===== config.mk =====
export PLATFORM = sky130hd
export DESIGN_NAME = wb_queue_flat
export DESIGN_NICKNAME = d
export VERILOG_FILES = /design/src/rtl/wb_pkg.sv /design/src/rtl/wb_queue_if.sv /design/src/rtl/wb_fwd_match.sv /design/src/rtl/wb_queue.sv /design/src/flat_wrapper.sv
export SDC_FILE = /design/constraint.sdc
export NUM_CORES = 1
export LEC_CHECK = 0
export BUFFER_PORTS_ARGS = -buffer_cell sky130_fd_sc_hd__buf_4
export CAP_MARGIN = 20
export CORE_UTILIZATION = 35
export CTS_CLUSTER_DIAMETER = 30
export DETAILED_ROUTE_END_ITERATION = 6
export PLACE_DENSITY = 0.57
export SYNTH_ARGS = -nofsm -noshare
export SYNTH_HDL_FRONTEND = slang
export SYNTH_SLANG_ARGS = --single-unit

===== constraint.sdc =====
create_clock -name Clk -period 2.2 [get_ports Clk]
set_clock_uncertainty 0.05 [all_clocks]
set_input_delay 0.22 -clock Clk [delete_from_list [all_inputs] [get_ports Clk]]
set_output_delay 0.22 -clock Clk [all_outputs]
set_load 0.005 [all_outputs]

===== src/rtl/wb_pkg.sv =====
// rtl/wb_pkg.sv - shared widths, depth and entry type for the write-back queue
package wb_pkg;
  localparam int REG_AW   = 6;
  localparam int REG_DW   = 32;
  localparam int WB_DEPTH = 4;

  typedef struct packed {
    logic [REG_AW-1:0] addr;
    logic [REG_DW-1:0] val;
  } wb_entry_t;

  // Occupancy counter must represent DEPTH itself, hence the extra bit.
  function automatic int cnt_w(input int depth);
    return $clog2(depth) + 1;
  endfunction
endpackage


===== src/rtl/wb_queue_if.sv =====
// rtl/wb_queue_if.sv - producer, register-file write and read-correction signals
interface wb_queue_if
  import wb_pkg::*;
#(
  parameter int DEPTH = WB_DEPTH,
  parameter int AW    = REG_AW,
  parameter int DW    = REG_DW
) ();
  localparam int CW = cnt_w(DEPTH);

  logic          InValid;
  logic          InReady;
  logic [AW-1:0] InAddr;
  logic [DW-1:0] InVal;
  logic          Write;
  logic [AW-1:0] Waddr;
  logic [DW-1:0] WVal;
  logic [AW-1:0] Raddr;
  logic [DW-1:0] RegRval;
  logic [DW-1:0] Rval;
  logic          Pending;
  logic [CW-1:0] Count;

  modport master (
    output InValid, InAddr, InVal, Raddr, RegRval,
    input  InReady, Write, Waddr, WVal, Rval, Pending, Count
  );

  modport slave (
    input  InValid, InAddr, InVal, Raddr, RegRval,
    output InReady, Write, Waddr, WVal, Rval, Pending, Count
  );
endinterface


===== src/rtl/wb_fwd_match.sv =====
// rtl/wb_fwd_match.sv - youngest valid entry whose address matches the read address
module wb_fwd_match #(
  parameter int DEPTH = 4,
  parameter int AW    = 6,
  parameter int DW    = 32
) (
  input  logic [AW-1:0]              i_addr [DEPTH],
  input  logic [DW-1:0]              i_val  [DEPTH],
  input  logic [DEPTH-1:0]           i_valid,
  input  logic [$clog2(DEPTH)-1:0]   i_head,
  input  logic [AW-1:0]              i_raddr,
  output logic                       o_hit,
  output logic [DW-1:0]              o_val
);
  localparam int PW = $clog2(DEPTH);

  logic [PW-1:0] w_idx;

  // Walk oldest to youngest so the last hit seen is the youngest.
  always_comb begin
    o_hit = 1'b0;
    o_val = '0;
    w_idx = '0;
    for (int k = 0; k < DEPTH; k++) begin
      w_idx = i_head + PW'(k);
      if (i_valid[w_idx] && (i_addr[w_idx] == i_raddr)) begin
        o_hit = 1'b1;
        o_val = i_val[w_idx];
      end
    end
  end
endmodule


===== src/rtl/wb_queue.sv =====
// rtl/wb_queue.sv - in-order write-back FIFO feeding the register file
// Define WB_BYPASS_EN to forward buffered results onto Rval.
module wb_queue
  import wb_pkg::*;
#(
  parameter int DEPTH = WB_DEPTH,
  parameter int AW    = REG_AW,
  parameter int DW    = REG_DW
) (
  input  logic        Clk,
  input  logic        Rst_n,
  wb_queue_if.slave   bus
);
  localparam int PW = $clog2(DEPTH);
  localparam int CW = cnt_w(DEPTH);
  localparam logic [CW-1:0] FULL_CNT = CW'(DEPTH);

  logic [AW-1:0]    r_addr [DEPTH];
  logic [DW-1:0]    r_val  [DEPTH];
  logic [PW-1:0]    r_head;
  logic [PW-1:0]    r_tail;
  logic [CW-1:0]    r_count;

  logic             w_push;
  logic             w_pop;
  logic [DEPTH-1:0] w_valid;
  logic [DEPTH-1:0] w_match;

  assign bus.InReady = (r_count != FULL_CNT);
  assign bus.Write   = (r_count != '0);
  assign bus.Waddr   = r_addr[r_head];
  assign bus.WVal    = r_val[r_head];
  assign bus.Count   = r_count;

  assign w_push = bus.InValid & bus.InReady;
  assign w_pop  = bus.Write;

  always_ff @(posedge Clk or negedge Rst_n) begin
    if (!Rst_n) begin
      r_head  <= '0;
      r_tail  <= '0;
      r_count <= '0;
      for (int i = 0; i < DEPTH; i++) begin
        r_addr[i] <= '0;
        r_val[i]  <= '0;
      end
    end else begin
      if (w_push) begin
        r_addr[r_tail] <= bus.InAddr;
        r_val[r_tail]  <= bus.InVal;
        r_tail         <= r_tail + 1'b1;
      end
      if (w_pop) begin
        r_head <= r_head + 1'b1;
      end
      r_count <= r_count + CW'(w_push) - CW'(w_pop);
    end
  end

  // An entry is live when its distance from head is below the occupancy.
  for (genvar g = 0; g < DEPTH; g++) begin : g_slot
    logic [PW-1:0] w_age;
    assign w_age      = PW'(g) - r_head;
    assign w_valid[g] = ({1'b0, w_age} < r_count);
    assign w_match[g] = (r_addr[g] == bus.Raddr);
  end

  assign bus.Pending = |(w_valid & w_match);

`ifdef WB_BYPASS_EN
  logic          w_hit;
  logic [DW-1:0] w_fwd_val;

  wb_fwd_match #(
    .DEPTH (DEPTH),
    .AW    (AW),
    .DW    (DW)
  ) u_fwd_match (
    .i_addr  (r_addr),
    .i_val   (r_val),
    .i_valid (w_valid),
    .i_head  (r_head),
    .i_raddr (bus.Raddr),
    .o_hit   (w_hit),
    .o_val   (w_fwd_val)
  );

  assign bus.Rval = w_hit ? w_fwd_val : bus.RegRval;
`else
  assign bus.Rval = bus.RegRval;
`endif
endmodule


===== src/flat_wrapper.sv =====
// flat-port wrapper written by rule: the top's interface ports become plain ports
module wb_queue_flat import wb_pkg::*;
#(
  parameter int DEPTH = WB_DEPTH,
  parameter int AW    = REG_AW,
  parameter int DW    = REG_DW
)
  (Clk, Rst_n, bus_InValid, bus_InAddr, bus_InVal, bus_Raddr, bus_RegRval, bus_InReady, bus_Write, bus_Waddr, bus_WVal, bus_Rval, bus_Pending, bus_Count);
  wb_queue_if #(.DEPTH(DEPTH), .AW(AW), .DW(DW)) bus_i ();
  input  logic Clk;
  input  logic Rst_n;
  input wire logic [$bits(bus_i.InValid)-1:0] bus_InValid;
  input wire logic [$bits(bus_i.InAddr)-1:0] bus_InAddr;
  input wire logic [$bits(bus_i.InVal)-1:0] bus_InVal;
  input wire logic [$bits(bus_i.Raddr)-1:0] bus_Raddr;
  input wire logic [$bits(bus_i.RegRval)-1:0] bus_RegRval;
  output wire logic [$bits(bus_i.InReady)-1:0] bus_InReady;
  output wire logic [$bits(bus_i.Write)-1:0] bus_Write;
  output wire logic [$bits(bus_i.Waddr)-1:0] bus_Waddr;
  output wire logic [$bits(bus_i.WVal)-1:0] bus_WVal;
  output wire logic [$bits(bus_i.Rval)-1:0] bus_Rval;
  output wire logic [$bits(bus_i.Pending)-1:0] bus_Pending;
  output wire logic [$bits(bus_i.Count)-1:0] bus_Count;
  assign bus_i.InValid = bus_InValid;
  assign bus_i.InAddr = bus_InAddr;
  assign bus_i.InVal = bus_InVal;
  assign bus_i.Raddr = bus_Raddr;
  assign bus_i.RegRval = bus_RegRval;
  assign bus_InReady = bus_i.InReady;
  assign bus_Write = bus_i.Write;
  assign bus_Waddr = bus_i.Waddr;
  assign bus_WVal = bus_i.WVal;
  assign bus_Rval = bus_i.Rval;
  assign bus_Pending = bus_i.Pending;
  assign bus_Count = bus_i.Count;
  wb_queue #(.DEPTH(DEPTH), .AW(AW), .DW(DW)) u_core (.Clk(Clk), .Rst_n(Rst_n), .bus(bus_i));
endmodule

==> reports/summary.md <==
The flow ran to the end, but the final reports show violations. The final reports fail on design-rule violations, negative setup slack. The CTS root buffer was clkbuf_16. Routed wirelength normalized by instance count: 19.9 um. The worst setup path is launched from a register. The full die area is 23200 sq um, and the initial antenna violation count is 0. The worst setup path is captured at an output port.

The H-tree was split into 4 levels. For the normalized max-slew margin, the log shows 0.543. Compared with the post-synthesis result, the final layout area differs by 24.2%.

During synthesis, Yosys emitted a total of 0 warnings. Based on the critical path, the design can be clocked at up to 434 MHz. Hold is met by 0.0187 ns. Routability-driven placement finished with a final weighted congestion of 0.772.

The tools report the count of clock tree sinks as 159. The top cell types in the final layout, fill and taps aside, are 156 x dfrtp_1, 110 x buf_4, 80 x mux2_4. Clock input transition at the sequential cells of the worst setup and hold paths: 0.06 ns. The worst setup path is of the register to output port kind.

The sum of overflow across all layers after global routing is 0, and the delay of the slowest critical-path stage is 0.52 ns. The power share of the sequential group was 0.338; the via count of the routed design was 4391. Counting every instance in the synthesized netlist gives 487. After layout, the minimum clock period comes to 2.30 ns. The final net count is 688, and the transition at the pin with the smallest max-transition slack is 0.685 ns. For the accumulated negative setup slack, the log shows -0.155 ns. The critical path goes through xnor2_2, inv_1, ha_2, a2111oi_4, nand3_1, nand4_1, buf_4. In the routed layout, each cell is associated on average with a via count of 4.93. The class of the most critical hold timing path is input pin to register. The internal power of the cells totals 11.1 mW. The mapped netlist covers 7910 sq um.

The proportion of synthesized chip area in sequential cells is 0.503. For the worst-skew pair, the clock arrives at the later sink with an insertion delay of 0.41 ns. Once detail routing completed, the nets flagged for antenna violations numbered 0. At the worst endpoint, the required time is 1.93 ns. The number of antenna diodes in the final layout is 0.

The run gives 155 as the number of top-level pins. The power spent charging and discharging nets is 4.87 mW. The logs give 28.6 mm for the global-route wire length before repair and 25 for the number of distinct standard cells referenced by the synthesized netlist. The most common cell after layout, fill and taps aside was dfrtp_1. Setup repair after global routing could not meet its margin everywhere.

TritonCTS built the clock tree. The fraction of power consumed by combinational cells is 0.472, and the port buffer count is 90. The maximum fanout encountered on the critical timing path is 4. The net count of the mapped netlist was 577.

Max-cap violations in this run came to 0. The aggregate global-route resource usage is 0.160, and the leakage power of the design is 4.55 nW. The minimum setup slack in the final design was -0.103 ns; the overall die height was 152 um.

The number of DRC violations after detailed routing was 16. Entering global routing, the biggest net connects 71 pins. The first-pass detailed-route iteration total was 6. Once placement completed, the tool counted placed cells totaling 822. The average size of a mapped cell was 16.3 sq um; the number of standard cells in the layout, taps in and fillers out was 890.

The count of state elements after synthesis came out at 159. Detailed placement ended at an HPWL of 11.3 mm. The tools report the number of slew-limit violations in the final report as 0. The number of standard-cell rows in the floorplan came out at 54.

The number of filler instances in the final layout was 1951; the maximum clock path buffer count was 2. Core area: 22000 sq um. The via count of the first global-routing pass was 5124; the starting DRC count in detailed routing was 132. The peak supply drop is 609 uV, and the routed wire length is 17.7 mm. The total power divided by cell area was 1630 nW/um^2. Setup violations remaining at the end of the flow were counted as 9. Post-route clock period utilization: 1.05. Among all stages on the critical path, the largest delay is contributed by dfrtp_4. In this run, CTS created clock tree buffers numbering 17.

The final number of hold-violating endpoints came out at 0. STA puts the critical path data arrival time at 2.03 ns. The initial core utilization came out at 0.359. The switching share of power is 0.305.

The die is 152 um wide. The fraction of layout instances using a drive strength above 1 came out at 0.580. For the fraction of power consumed by the clock network, the log shows 0.190.
==> critical path, delay by kind of cell, from the launching register on <==
kind                       cells  cell delay [ns]
xor gates and xnor gates       1             0.17
buffers and inverters          2             0.20
and+or+nand+nor                2             0.26
adders and majority gates      1             0.18
DFF                            1             0.52
AOI/OAI and AO/OA              1             0.29
==> synth_stat cells <==
cell type | number | share of area
buf_2 | 9 | 0.0057
mux2_2 | 72 | 0.10
ha_1 | 10 | 0.016
a2111oi_0 | 6 | 0.0066
dfrtp_1 | 159 | 0.50
buf_6 | 12 | 0.017
mux2_4 | 80 | 0.15
o21ai_0 | 1 | 0.00063
nand4_1 | 1 | 0.00079
or2b_1 | 1 | 0.00095
xor2_1 | 25 | 0.028
nor2_2 | 1 | 0.00079
a21oi_1 | 1 | 0.00063
buf_4 | 32 | 0.030
nand2_2 | 4 | 0.0032
xnor2_1 | 5 | 0.0055
nand2_1 | 6 | 0.0028
clkbuf_1 | 1 | 0.00047
nor3_1 | 2 | 0.0013
a21boi_4 | 1 | 0.0024
inv_1 | 11 | 0.0052
buf_1 | 4 | 0.0019
mux4_2 | 38 | 0.11
fa_1 | 1 | 0.0025
nand3_1 | 4 | 0.0025
==> logic make-up (layout without fill, tap and decap cells) <==
kind of cell,Yosys count,count (layout),synth area share
DFF,159,159,0.503
buffers and inverters,69,192,0.0607
and+or+nand+nor,19,19,0.0123
adders and majority gates,11,11,0.0183
muxes,190,190,0.362
xor gates and xnor gates,30,30,0.0332
AOI/OAI and AO/OA,9,9,0.0103
==> power by group through the flow <==
stage | logic (mW) | registers (mW) | clock network (mW)
floorplan | 4.91 | 5.09 | 0
global placement | 7.02 | 5.28 | 0
detailed placement | 7.16 | 5.42 | 0
CTS | 7.51 | 5.39 | 3.12
global route | 8.13 | 5.59 | 3.26
finish | 7.54 | 5.41 | 3.04
==> flip-flops by register name, summed over array words and instances (netlist names) <==
| register | count |
|---|---|
| u_core.r_head | 2 |
| u_core.r_val | 128 |
| u_core.r_tail | 2 |
| u_core.bus.Count | 3 |
| u_core.r_addr | 24 |
==> what timing repair did <==
action	CTS	global route
pin swaps	5	5
setup endpoints to repair	39	20
cloned	1	1
resized for setup	13	5
hold buffers	31	0
buffers inserted	2	2
endpoints found under the hold margin	160	0
==> path summary, 6_finish.rpt <==
| check | start | to | slack, ns | cells after the start |
|---|---|---|---|---|
| hold / removal | bus_InVal[18] | u_core.r_val[18]$_DFFE_PN0P_ | 0.02 | 2 |
| hold reg to reg | u_core.r_val[88]$_DFFE_PN0P_ | u_core.r_val[88]$_DFFE_PN0P_ | 0.45 | 1 |
| setup reg to reg | u_core.bus.Count[1]$_DFF_PN0_ | u_core.bus.Count[2]$_DFF_PN0_ | 0.12 | 10 |
| max in group asynchronous | Rst_n | u_core.r_val[100]$_DFFE_PN0P_ | 1.05 | 3 |
| setup / recovery | u_core.r_head[0]$_DFFE_PN0N_ | bus_Pending | -0.10 | 7 |
| min in group asynchronous | Rst_n | u_core.r_val[122]$_DFFE_PN0P_ | 0.34 | 2 |
==> routing by layer <==
metal / global-route usage / part of all wire / vias to the layer above
met5: 0 / 0 / -
met4: 0.0607 / 0.020 / 0
met3: 0.0356 / 0.045 / 37
met2: 0.267 / 0.49 / 100
met1: 0.204 / 0.44 / 2305
li1: - / - / 1949
==> stage by stage <==
stage | util | total power, mW | setup WS [ns] | area, sq um
final | 0.446 | 16.0 | -0.103 | 9830
after global routing | 0.446 | 17.0 | -0.169 | 9830
after CTS | 0.443 | 16.0 | -0.0953 | 9770
after detailed placement | 0.397 | 12.6 | 0.0929 | 8740
after global placement | 0.397 | 12.3 | 0.210 | 8740
after floorplan | - | 10.0 | 0.103 | 7910
==> layout make-up <==
cell class / count / area [sq um] / area share
tap: 280 / 350 / 0.0356
multi-input combinational: 259 / 3520 / 0.358
clock buffer: 23 / 478 / 0.0486
timing repair buffer: 150 / 1320 / 0.135
inverter: 11 / 41.3 / 0.00420
clock inverter: 8 / 131 / 0.0134
sequential: 159 / 3990 / 0.405
Note: power is estimated with default switching activity, not from simulation.
